## src/rtl/mem_arbiter_pkg.sv

```systemverilog
// Shared types for the memory arbiter: FSM states, port identifiers and grant decode.
package mem_arbiter_pkg;

   typedef enum logic [1:0] {
      ST_IDLE   = 2'd0,
      ST_ACCESS = 2'd1,
      ST_RESP   = 2'd2
   } state_e;

   typedef enum logic {
      PORT_I = 1'b0,
      PORT_D = 1'b1
   } port_e;

   function automatic port_e grant_port(input logic [1:0] grant);
      return grant[1] ? PORT_D : PORT_I;
   endfunction

endpackage

```

## src/rtl/mem_arbiter_rr_arbiter2.sv

```systemverilog
// Two-way round-robin pick between fetch (bit 0) and data (bit 1) requests.
module rr_arbiter2
   import mem_arbiter_pkg::*;
(
   input  logic       i_req_i,
   input  logic       d_req_i,
   input  port_e      last_i,
   input  logic       upd_en_i,
   output logic [1:0] grant_o,
   output port_e      last_o
);

   always_comb begin
      grant_o = '0;
      if (i_req_i && d_req_i) begin
         grant_o = (last_i == PORT_D) ? 2'b01 : 2'b10;
      end else if (i_req_i) begin
         grant_o = 2'b01;
      end else if (d_req_i) begin
         grant_o = 2'b10;
      end

      last_o = last_i;
      if (upd_en_i && (grant_o != '0)) begin
         last_o = grant_port(grant_o);
      end
   end

endmodule

```

## src/rtl/mem_arbiter.sv

```systemverilog
// Shares one single-port memory between the fetch and load/store ports, one registered
// access at a time (IDLE -> ACCESS -> RESP), round-robin on contention.
module mem_arbiter
   import mem_arbiter_pkg::*;
#(
   parameter int unsigned WORD_SIZE   = 16,
   parameter int unsigned MEMORY_SIZE = 16
) (
   input  logic                 CLK,
   input  logic                 RST,
   input  logic                 I_REQ,
   input  logic [WORD_SIZE-1:0] I_ADDR,
   output logic                 I_ACK,
   output logic [WORD_SIZE-1:0] I_RDATA,
   output logic                 I_ERR,
   input  logic                 D_REQ,
   input  logic                 D_WE,
   input  logic [WORD_SIZE-1:0] D_ADDR,
   input  logic [WORD_SIZE-1:0] D_WDATA,
   output logic                 D_ACK,
   output logic [WORD_SIZE-1:0] D_RDATA,
   output logic                 D_ERR,
   output logic                 MEM_ON,
   output logic                 MEM_W,
   output logic [WORD_SIZE-1:0] MEM_ADDR,
   output logic [WORD_SIZE-1:0] MEM_DIN,
   input  logic [WORD_SIZE-1:0] MEM_DOUT
);

   // One extra bit so a MEMORY_SIZE of 2**WORD_SIZE still compares correctly.
   localparam logic [WORD_SIZE:0] LIMIT = (WORD_SIZE + 1)'(MEMORY_SIZE);

   state_e                 state_q, state_d;
   port_e                  last_q, last_d, last_next, port_q, port_d;
   logic                   we_q, we_d;
   logic [WORD_SIZE-1:0]   addr_q, addr_d, wdata_q, wdata_d;
   logic                   i_ack_q, i_ack_d, i_err_q, i_err_d;
   logic                   d_ack_q, d_ack_d, d_err_q, d_err_d;
   logic [WORD_SIZE-1:0]   i_rdata_q, i_rdata_d, d_rdata_q, d_rdata_d;
   logic                   mem_on_q, mem_on_d, mem_w_q, mem_w_d;
   logic [WORD_SIZE-1:0]   mem_addr_q, mem_addr_d, mem_din_q, mem_din_d;

   logic [1:0]             grant;
   logic [WORD_SIZE-1:0]   gnt_addr, rd_val;
   logic                   gnt_ok, cur_ok;

   rr_arbiter2 u_rr (
      .i_req_i  (I_REQ),
      .d_req_i  (D_REQ),
      .last_i   (last_q),
      .upd_en_i (state_q == ST_IDLE),
      .grant_o  (grant),
      .last_o   (last_next)
   );

   assign gnt_addr = grant[1] ? D_ADDR : I_ADDR;
   assign gnt_ok   = {1'b0, gnt_addr} < LIMIT;
   assign cur_ok   = {1'b0, addr_q} < LIMIT;
   assign rd_val   = (cur_ok && !we_q) ? MEM_DOUT : '0;

   always_comb begin
      state_d    = state_q;
      last_d     = last_q;
      port_d     = port_q;
      we_d       = we_q;
      addr_d     = addr_q;
      wdata_d    = wdata_q;
      i_ack_d    = i_ack_q;
      i_err_d    = i_err_q;
      i_rdata_d  = i_rdata_q;
      d_ack_d    = d_ack_q;
      d_err_d    = d_err_q;
      d_rdata_d  = d_rdata_q;
      mem_on_d   = mem_on_q;
      mem_w_d    = mem_w_q;
      mem_addr_d = mem_addr_q;
      mem_din_d  = mem_din_q;

      unique case (state_q)
         ST_IDLE: begin
            if (grant != '0) begin
               state_d = ST_ACCESS;
               last_d  = last_next;
               port_d  = grant_port(grant);
               we_d    = grant[1] ? D_WE : 1'b0;
               addr_d  = gnt_addr;
               wdata_d = grant[1] ? D_WDATA : '0;
               // Memory pins are driven from registers, so they are set up at the grant edge.
               if (gnt_ok) begin
                  mem_on_d   = 1'b1;
                  mem_w_d    = we_d;
                  mem_addr_d = addr_d;
                  mem_din_d  = wdata_d;
               end else begin
                  mem_on_d = 1'b0;
                  mem_w_d  = 1'b0;
               end
            end
         end
         ST_ACCESS: begin
            state_d  = ST_RESP;
            mem_on_d = 1'b0;
            mem_w_d  = 1'b0;
            if (port_q == PORT_D) begin
               d_ack_d   = 1'b1;
               d_err_d   = !cur_ok;
               d_rdata_d = rd_val;
            end else begin
               i_ack_d   = 1'b1;
               i_err_d   = !cur_ok;
               i_rdata_d = rd_val;
            end
         end
         ST_RESP: begin
            state_d = ST_IDLE;
            i_ack_d = 1'b0;
            d_ack_d = 1'b0;
         end
         default: state_d = ST_IDLE;
      endcase
   end

   always_ff @(posedge CLK) begin
      if (RST) begin
         state_q    <= ST_IDLE;
         last_q     <= PORT_D;
         port_q     <= PORT_I;
         we_q       <= 1'b0;
         addr_q     <= '0;
         wdata_q    <= '0;
         i_ack_q    <= 1'b0;
         i_err_q    <= 1'b0;
         i_rdata_q  <= '0;
         d_ack_q    <= 1'b0;
         d_err_q    <= 1'b0;
         d_rdata_q  <= '0;
         mem_on_q   <= 1'b0;
         mem_w_q    <= 1'b0;
         mem_addr_q <= '0;
         mem_din_q  <= '0;
      end else begin
         state_q    <= state_d;
         last_q     <= last_d;
         port_q     <= port_d;
         we_q       <= we_d;
         addr_q     <= addr_d;
         wdata_q    <= wdata_d;
         i_ack_q    <= i_ack_d;
         i_err_q    <= i_err_d;
         i_rdata_q  <= i_rdata_d;
         d_ack_q    <= d_ack_d;
         d_err_q    <= d_err_d;
         d_rdata_q  <= d_rdata_d;
         mem_on_q   <= mem_on_d;
         mem_w_q    <= mem_w_d;
         mem_addr_q <= mem_addr_d;
         mem_din_q  <= mem_din_d;
      end
   end

   assign I_ACK    = i_ack_q;
   assign I_ERR    = i_err_q;
   assign I_RDATA  = i_rdata_q;
   assign D_ACK    = d_ack_q;
   assign D_ERR    = d_err_q;
   assign D_RDATA  = d_rdata_q;
   assign MEM_ON   = mem_on_q;
   assign MEM_W    = mem_w_q;
   assign MEM_ADDR = mem_addr_q;
   assign MEM_DIN  = mem_din_q;

endmodule

```

## config.mk

```make
export PLATFORM = sky130hd
export DESIGN_NAME = mem_arbiter
export DESIGN_NICKNAME = d
export VERILOG_FILES = /design/src/rtl/mem_arbiter_pkg.sv /design/src/rtl/mem_arbiter_rr_arbiter2.sv /design/src/rtl/mem_arbiter.sv
export SDC_FILE = /design/constraint.sdc
export NUM_CORES = 1
export LEC_CHECK = 0
export ABC_CLOCK_PERIOD_IN_PS = 2430
export BUFFER_PORTS_ARGS = -buffer_cell sky130_fd_sc_hd__buf_2
export CORE_MARGIN = 2
export CORE_UTILIZATION = 50
export CTS_CLUSTER_DIAMETER = 30
export DETAILED_ROUTE_END_ITERATION = 8
export PLACE_DENSITY = 0.88
export SYNTH_ARGS = -nofsm -noshare
export SYNTH_HDL_FRONTEND = slang
export SYNTH_SLANG_ARGS = --single-unit
```

## constraint.sdc

```tcl
create_clock -name CLK -period 2.43 [get_ports CLK]
set_input_delay 0.1215 -clock CLK [delete_from_list [all_inputs] [get_ports CLK]]
set_output_delay 0.1215 -clock CLK [all_outputs]
set_load 0.01 [all_outputs]
```

# ---- Word-level counts from Yosys, hierarchy flattened
# Index checks and enable logic that the tools add are counted.
dict set report word_totals {
  elab_cells 61
  regBits 91
  inputBits 69
  output_inout_bits 70
}
dict set report classes {
  n_reduce_logical 17
  n_bitwise 1
  n_lt_le_gt_ge 2
  mux 21
  eq_ne 5
}
# operator n
set op_table {}
lappend op_table {{$mux W16} 3}
lappend op_table {{$lt A16 B5 Y1 const B} 2}
lappend op_table {{$reduce_and A2 Y1} 6}
lappend op_table {{$mux W2} 5}
lappend op_table {{$mux W1} 8}
lappend op_table {{$pmux W1 S2} 4}
lappend op_table {{$ne A2 B2 Y1 const B} 3}
lappend op_table {{$reduce_and A3 Y1} 2}
lappend op_table {{$reduce_bool A2 Y1} 3}
lappend op_table {{$pmux W2 S2} 1}
lappend op_table {{$logic_and A1 B1 Y1} 3}
lappend op_table {{$eq A2 B1 Y1 const B} 1}
lappend op_table {{$eq A2 B2 Y1 const B} 1}
lappend op_table {{$logic_not A1 Y1} 2}
lappend op_table {{$logic_not A2 Y1} 1}
lappend op_table {{$not A1 Y1} 1}

# ---- Longest topological paths before layout
# Gate-level depths: netlist of run 1.
dict set report logic_depth {
  ltp_word 8
  depth_mapped 7
  ltp_nobuf 4
}

# ---- Cells and area by module
# From an unflattened synthesis of run 1, not the netlist that was laid out.
dict set report hier_totals {
  cells_unflattened 350
  area_unflattened_um2 3478.3
}
# mod n_inst area_each_um2 cells_each seq_area_each_um2
set by_module_without_submodules {}
lappend by_module_without_submodules {mem_arbiter 1 3448.3 345 1741.7}
lappend by_module_without_submodules {rr_arbiter2 1 30.0 5 0.0}

# ---- Worst setup path after synthesis of run 1
# No wires, ideal clock.
dict set report synth_timing {
  kind {reg-to-reg}
  startpoint {register addr_q[8]}
  endpoint {register d_rdata_q[10], in the netlist D_RDATA[10]}
  setup_slack_ps 771
  stages_incl_launch_ff 6
  t_required_ps 2365
  arrival_time_ps 1594
  path_cell_list {dfxtp_1 or4_4 nor4_4 buf_6 a22oi_1 nor2_1}
}
dict set report synth_between {
  elab_chain_len 3
}
# element line
set synth_lines {}
lappend synth_lines {{from (decl)} mem_arbiter.sv:36} ;# logic [WORD_SIZE-1:0] addr_q, addr_d, wdata_q, wdata_d;
lappend synth_lines {{from (signal assigned)} mem_arbiter.sv:146} ;# addr_q <= addr_d;
lappend synth_lines {{$lt A16 B5 Y1} mem_arbiter.sv:58} ;# assign cur_ok = {1'b0, addr_q} < LIMIT;
lappend synth_lines {{$logic_and A1 B1 Y1} mem_arbiter.sv:59} ;# assign rd_val = (cur_ok && !we_q) ? MEM_DOUT : '0;
lappend synth_lines {{$mux W16} mem_arbiter.sv:59}
lappend synth_lines {{to (signal assigned)} mem_arbiter.sv:153} ;# d_rdata_q <= d_rdata_d;
lappend synth_lines {{to (decl)} mem_arbiter.sv:39} ;# logic [WORD_SIZE-1:0] i_rdata_q, i_rdata_d, d_rdata_q, d_rdata_d;
# Every way passes these cells.
# A chain may end at the register's enable or synchronous reset.

# ---- Final worst setup path of run 1
dict set report layout_timing {
  startpoint {register last_q}
  endpoint {register mem_din_q[8], in the netlist MEM_DIN[8]}
}
dict set report layout_between {
  elab_chain_len 5
  elab_cells_between_ends 7
}
# element line
set layout_lines {}
lappend layout_lines {{from (decl)} mem_arbiter.sv:34} ;# port_e last_q, last_d, last_next, port_q, port_d;
lappend layout_lines {{from (signal assigned)} mem_arbiter.sv:143} ;# last_q <= last_d;
lappend layout_lines {{$mux W2 *} mem_arbiter_rr_arbiter2.sv:16} ;# grant_o = (last_i == PORT_D) ? 2'b01 : 2'b10;
lappend layout_lines {{$mux W2 *} mem_arbiter_rr_arbiter2.sv:15} ;# if (i_req_i && d_req_i) begin
lappend layout_lines {{$mux W16} mem_arbiter.sv:56} ;# assign gnt_addr = grant[1] ? D_ADDR : I_ADDR;
lappend layout_lines {{$lt A16 B5 Y1} mem_arbiter.sv:57} ;# assign gnt_ok = {1'b0, gnt_addr} < LIMIT;
lappend layout_lines {{$reduce_and A3 Y1 (no source line)} n/a}
lappend layout_lines {{to (signal assigned)} mem_arbiter.sv:157} ;# mem_din_q <= mem_din_d;
lappend layout_lines {{to (decl)} mem_arbiter.sv:41} ;# logic [WORD_SIZE-1:0] mem_addr_q, mem_addr_d, mem_din_q, mem_din_d;
# Mark *: on every way between the ends. The rest lies on a longest branch, timed or not.

==> results of run 1 <==
-- cells in the mapped netlist, drive strengths merged --
cell type | n | area [um2]
clkbuf | 20 | 78.8
o211ai | 1 | 12.5
and3 | 12 | 75.1
a21oi | 8 | 40.0
a21bo | 1 | 10.0
a22oi | 32 | 250
nand2 | 42 | 160
dfxtp | 87 | 1740
o211a | 5 | 50.1
or4b | 1 | 10.0
o32ai | 1 | 16.3
nor2b | 2 | 12.5
a311oi | 12 | 105
or2 | 1 | 6.26
inv | 3 | 11.3
and4 | 2 | 17.5
nor3 | 5 | 30.0
mux2i | 22 | 220
o21ai | 4 | 20.0
nor4 | 7 | 73.8
nand4bb | 1 | 11.3
a21boi | 1 | 7.51
nand3 | 16 | 80.1
or4 | 3 | 33.8
o2111ai | 5 | 43.8
and2 | 2 | 12.5
buf | 10 | 83.8
nor2 | 47 | 176
nand2b | 2 | 12.5
-- cell families (layout without fill, tap and decap cells) --
group                  count (synthesis)  in the layout
AO/OA/AOI/OAI                         70             70
buffers and inverters                 33            166
flip-flops                            87             87
multiplexers                          22             22
AND/OR/NAND/NOR                      143            143
-- area by class of cell --
cell class	count	area [um2]	share of cell area
multi-input combinational	235	1490	0.348
timing repair buffer	147	758	0.177
clock inverter	5	41.3	0.00964
clock buffer	11	141	0.0330
sequential	87	1740	0.406
tap	80	100	0.0234
inverter	3	11.3	0.00263
-- worst paths after layout --
| path | end | cells past startpoint | slack [ps] |
|---|---|---|---|
| worst max-delay path | MEM_DIN[8] | 5 | 610 |
| worst min-delay path | MEM_DIN[1] | 3 | 20 |
| worst max register to register | MEM_DIN[8] | 5 | 610 |
| worst min register to register | D_ACK | 2 | 460 |
-- where the power goes --
part	switching (uW)	internal [uW]	total, uW
combinational	175	124	300
sequential	25.8	1460	1490
clock	501	409	910
total	703	2000	2700
-- tightest hold or removal path: cells and delay by family --
kind / cells / cell delay, ps
multiplexers: 1 / 60
buffers and inverters: 1 / 90
AND/OR/NAND/NOR: 1 / 50
-- metrics by stage --
| step | std cells | hold WS, ps | instance area (um2) |
|---|---|---|---|
| 2_1_floorplan | 355 | 257 | 3400 |
| 3_3_place_gp | 552 | 374 | 4100 |
| 3_5_place_dp | 552 | 382 | 4100 |
| 4_1_cts | 568 | 0.401 | 4290 |
| 5_1_grt | 568 | 25.8 | 4290 |
| 6_report | 568 | 18.4 | 4290 |
-- registers in the layout, summed over array words and instances (netlist names) --
name	flops
MEM_ON	1
I_ERR	1
D_ACK	1
D_ERR	1
port_q	1
state_q	2
MEM_ADDR	16
MEM_W	1
I_RDATA	16
I_ACK	1
MEM_DIN	16
addr_q	12
we_q	1
last_q	1
D_RDATA	16
-- per-layer routing --
| metal | wire, um | global-route usage | up-vias | part of all wire |
|---|---|---|---|---|
| met5 | 0 | 0 | - | 0 |
| met4 | 100 | 0.0767 | 0 | 0.013 |
| met3 | 585 | 0.0400 | 13 | 0.074 |
| met2 | 3850 | 0.369 | 141 | 0.49 |
| met1 | 3380 | 0.271 | 1441 | 0.43 |
| li1 | - | - | 1534 | - |
==> metrics.md, run 1 <==
| Metric | Value |
|---|---|
| Crit. End Element | register |
| Hold/Removal Path Class | primary input to register |
| CP Class | register to register |
| Initial antenna violation count | 0 |
| Post-CTS Hold Buffers | 0 |
| Pre-antenna DRT Iters | 4 |
| Hold Startpoint | D_WDATA[1] |
| Slowest cell on crit path | dfxtp_1 |
| Number of max-cap violations | 0 |
| CP Data Arrival Time | between 2000 and 2500 ps |
| # diodes | 0 |
| Cts repair resizes | 0 |
| Syn-to-layout area delta | 25.9% |
| Number of global-route vias before repair | around 2,900 |
| Post-CTS Setup Bufs | 0 |
| Most frequent cells in the layout | 138 x buf_2, 87 x dfxtp_1, 47 x nor2_1, 41 x nand2_1, 30 x a22oi_1 |
| Pwr/cell area | 630 mW/mm2 |
| CP top delay family | compound AO/OA/AOI/OAI gates |
| CP Cell Sequence | a21bo_1 -> and4_1 -> o211a_1 -> buf_4 -> mux2i_1 |
| Xor and xnor area share after synthesis | 0 |
| Die Span X | a little under 90 um |
| CP Data Required Time | between 2000 and 3000 ps |
| Yosys cell types | 37 |
| Final setup vio count | 0 |
| CORE AREA | around 0.0067 mm2 |
| Initial DRC Count | about 110 |
| Compound-Gate Fraction of Synth Area | 0.163 |
| Routed Antenna Nets | 0 |
| Clock Latency Late Sink | 340 ps |
| Relative slew slack | 0.642 |
| Die outline height | approximately 87 um |
| Gpl congestion | ~0.81 |
| Max Freq | between 0.5 and 0.6 GHz |
| Critical Path Source | last_q |
| PnR worst setup slack | between 600 and 700 ps |
| Largest net degree at the start of global routing | 47 |
| Reg2Reg Launch Point | last_q |
| Die area | 0.00748 mm2 |
| Final period util | 0.748 |
| Wire per inst | ~14 um |
| CTS tree | done |
| Slew Limit Fails | 0 |
| DR vias | 3,129 |
| Status | finished, final reports clean |
| Post-Syn Area | between 0.003 and 0.004 mm2 |
| Buf/Inv on CP | 1 |
| Adder-cell share of the synthesized area | 0 |
| Starting density of the core | 0.509 |
| Critical Path Fanout Max | 20 |
| Register area share after synthesis | 0.512 |
| DR vias/cell | between 5 and 6 |
| Slew @ Worst Pin | about 540 ps |
| Gr usage total | 0.215 |
| Unrepaired setup endpoints after global routing | no |
| Setup TNS | 0 ps |
| Finished Core Util | 0.641 |
| DP Worst Slack | between 600 and 700 ps |
| Syn Inst Count | ~360 |
| Multiplexer share of the synthesized area | 0.0647 |
| Seq cells post-synth | between 80 and 90 |
| Clk sinks | 87 |
| DRC viols | 0 |
| Synthesized area per cell | approximately 9.6 um2 |
| First-pass GRT wire length | roughly 13 mm |
| Cts bufs inserted | 9 |
| Tot Pwr | roughly 2700 uW |
| Most common cell after layout, fill and taps aside | buf_2 |
| Total number of yosys warnings | 0 |
| CTS max path bufs | 2 |
| Main combinational cell family by area after synthesis | simple AND/OR/NAND/NOR gates |
| Post-Synth Simple-Gate Area | 0.209 |
| Worst Skew | approximately 14 ps |
| PortBufs | approximately 140 |
| Final WL | ~7.9 mm |
| Worst-path clk slew | approximately 90 ps |
| H-tree levels | 3 |
| Min cycle time layout | around 1800 ps |
| Static Leak | between 0.002 and 0.0025 uW |
| Largest stage delay on the critical path | about 400 ps |
| Clock root cell | clkbuf_8 |
| Nets@finish | 552 |
| FILL cells | around 570 |
| Row count | 30 |
| Syn_nets | between 400 and 500 |
| Global route overflow | 0 |
| Peak supply drop | 0.268 mV |
| Ports | about 140 |
| HPWL after detailed placement | about 5.9 mm |
| Share of cells above drive strength 1 | 0.359 |
| Hold Vio Cnt, Final | 0 |
| Crit path launch type | register |
No activity file was read; power rests on OpenSTA's default activity.
==> inputs of run 2 (changes only) <==
- ABC_CLOCK_PERIOD_IN_PS: 2430 -> 1530
- CORE_UTILIZATION: 50 -> 43
- PLACE_DENSITY: 0.88 -> 0.81
- clock period: 2.43 -> 1.53 ns (I/O delays scaled with it)
==> metrics.md, run 2 (synthesis results as in run 1) <==
| Metric | Value |
|---|---|
| Status | complete, but fails checks |
| Failing checks | negative setup slack |
| Final period util | 1.10 |
| Ports | around 140 |
| Clock root cell | clkbuf_8 |
| Final WL | approximately 10 mm |
| Die area | between 0.008 and 0.009 mm2 |
| Slew @ Worst Pin | about 540 ps |
| Hold Startpoint | I_ADDR[13] |
| Hold path endpoint | addr_q[13] |
| Pre-antenna DRT Iters | 4 |
| DR vias | 3,445 |
| Critical Path Fanout Max | 16 |
| Share of cells above drive strength 1 | 0.366 |
| PnR worst setup slack | -154 ps |
| M2 GR Usage | 0.402 |
| Worst Skew | 7.37 ps |
| Largest net degree at the start of global routing | 54 |
| CP Class | register to register |
| Flop-to-flop setup slack | -150 ps |
| Nets@finish | 607 |
| M1 GR Usage | 0.261 |
| Worst-path clk slew | roughly 90 ps |
| Hold/Removal Path Class | primary input to register |
| # diodes | 0 |
| Hold Vio Cnt, Final | 0 |
| CORE AREA | about 0.0077 mm2 |
| Initial DRC Count | 138 |
| Capture point of the worst reg-to-reg path | D_RDATA[6] |
| Number of global-route vias before repair | between 3,000 and 4,000 |
| Slew Limit Fails | 0 |
| CP Data Required Time | 1810 ps |
| Die Span X | 93.0 um |
| Routed Antenna Nets | 0 |
| Clk sinks | 87 |
| Finished Core Util | 0.644 |
| Final setup vio count | 33 |
| Pwr/cell area | 927 mW/mm2 |
| Worst R2R Path Depth | 5 |
| Unrepaired setup endpoints after global routing | yes |
| First-pass GRT wire length | around 16 mm |
| Setup TNS | -3910 ps |
| PortBufs | 138 |
| Peak supply drop | about 0.47 mV |
| Relative slew slack | 0.639 |
| Syn-to-layout area delta | 45.5% |
| Crit. End Element | register |
| DR vias/cell | approximately 5.3 |
| Cts bufs inserted | 9 |
| CP Data Arrival Time | ~2000 ps |
| Row count | 32 |
| Die outline height | approximately 93 um |
| Most frequent cells in the layout | 138 x buf_2, 85 x dfxtp_1, 46 x nor2_1, 41 x nand2_1, 41 x dlygate4sd3_1 |
| CTS tree | done |
| HPWL after detailed placement | roughly 6.2 mm |
| Max Freq | 0.594 GHz |
| Hold Path Stages | 3 |
| DRC viols | 0 |
| Number of max-cap violations | 0 |
| Static Leak | about 0.0023 uW |
| CTS max path bufs | 2 |
| Starting density of the core | 0.443 |
| Crit path launch type | register |
| Wire per inst | roughly 15 um |
| Gpl congestion | slightly below 0.9 |
| Global route overflow | 0 |
| Placed inst area | ~0.0043 mm2 |
| Initial antenna violation count | 0 |
| Clock Latency Late Sink | between 300 and 400 ps |
| Gr usage total | 0.226 |
| H-tree levels | 3 |
| Min cycle time layout | around 1700 ps |
| Most used routing layer | met2 |
| GR Layer Usage met3 | 0.0610 |
| Most common cell after layout, fill and taps aside | buf_2 |
| Final instance area | 0.00495 mm2 |
| Reg2Reg Launch Point | addr_q[6] |
==> run 2: worst max-delay path, stage by stage, from the launching register on <==
cell and delay [ps]:
dfxtp_1 320, or4_4 570, nor4_4 340, buf_12 180
a22oi_1 70, nor2_1 110
==> run 2: final cells by class <==
| type | count | area [um2] |
|---|---|---|
| fill | 608 | 2740 |
| sequential | 87 | 1740 |
| multi-input combinational | 235 | 1550 |
| timing repair buffer | 202 | 1330 |
| clock buffer | 10 | 128 |
| tap | 102 | 128 |
| clock inverter | 6 | 68.8 |
| inverter | 3 | 11.3 |
==> run 2: per-layer routing <==
| metal | part of all wire | wire length [um] |
|---|---|---|
| met1 | 0.41 | 3990 |
| met2 | 0.50 | 4870 |
| met3 | 0.075 | 734 |
| met4 | 0.014 | 138 |
| met5 | 0 | 0 |
==> run 2: per-stage QoR <==
step	power, uW	setup slack [ps]	cells	hold WS (ps)
6_report	4590	-154	645	11.5
4_1_cts	4590	-170	644	1.38
2_1_floorplan	2720	-128	355	212
5_1_grt	4760	-238	645	4.93
3_3_place_gp	2920	-74.2	587	329
3_5_place_dp	2930	-131	587	338
==> run 2: worst max path at each step <==
stage               startpoint     endpoint  slack, ps  cells after the start
floorplan            addr_q[8]  I_RDATA[10]       -130                      5
global route         addr_q[6]   D_RDATA[2]       -240                      5
global placement     addr_q[6]   D_RDATA[3]        -70                      5
CTS                  addr_q[6]   D_RDATA[5]       -170                      5
finish               addr_q[6]   D_RDATA[6]       -150                      5
detailed placement   addr_q[6]   D_RDATA[3]       -130                      5
==> run 2: power by group <==
part / internal [uW] / leakage, uW / switching [uW]
clock: 761 / 0.0000851 / 833
combinational: 307 / 0.00149 / 332
sequential: 2320 / 0.000705 / 35.9
==> run 2: what timing repair did <==
item                       CTS  global route
hold buffers                41             0
setup endpoints to repair   54            50
pin swaps                    0             1
hold endpoints to repair    50             0
gates resized for setup      6             9
buffers inserted             0             1
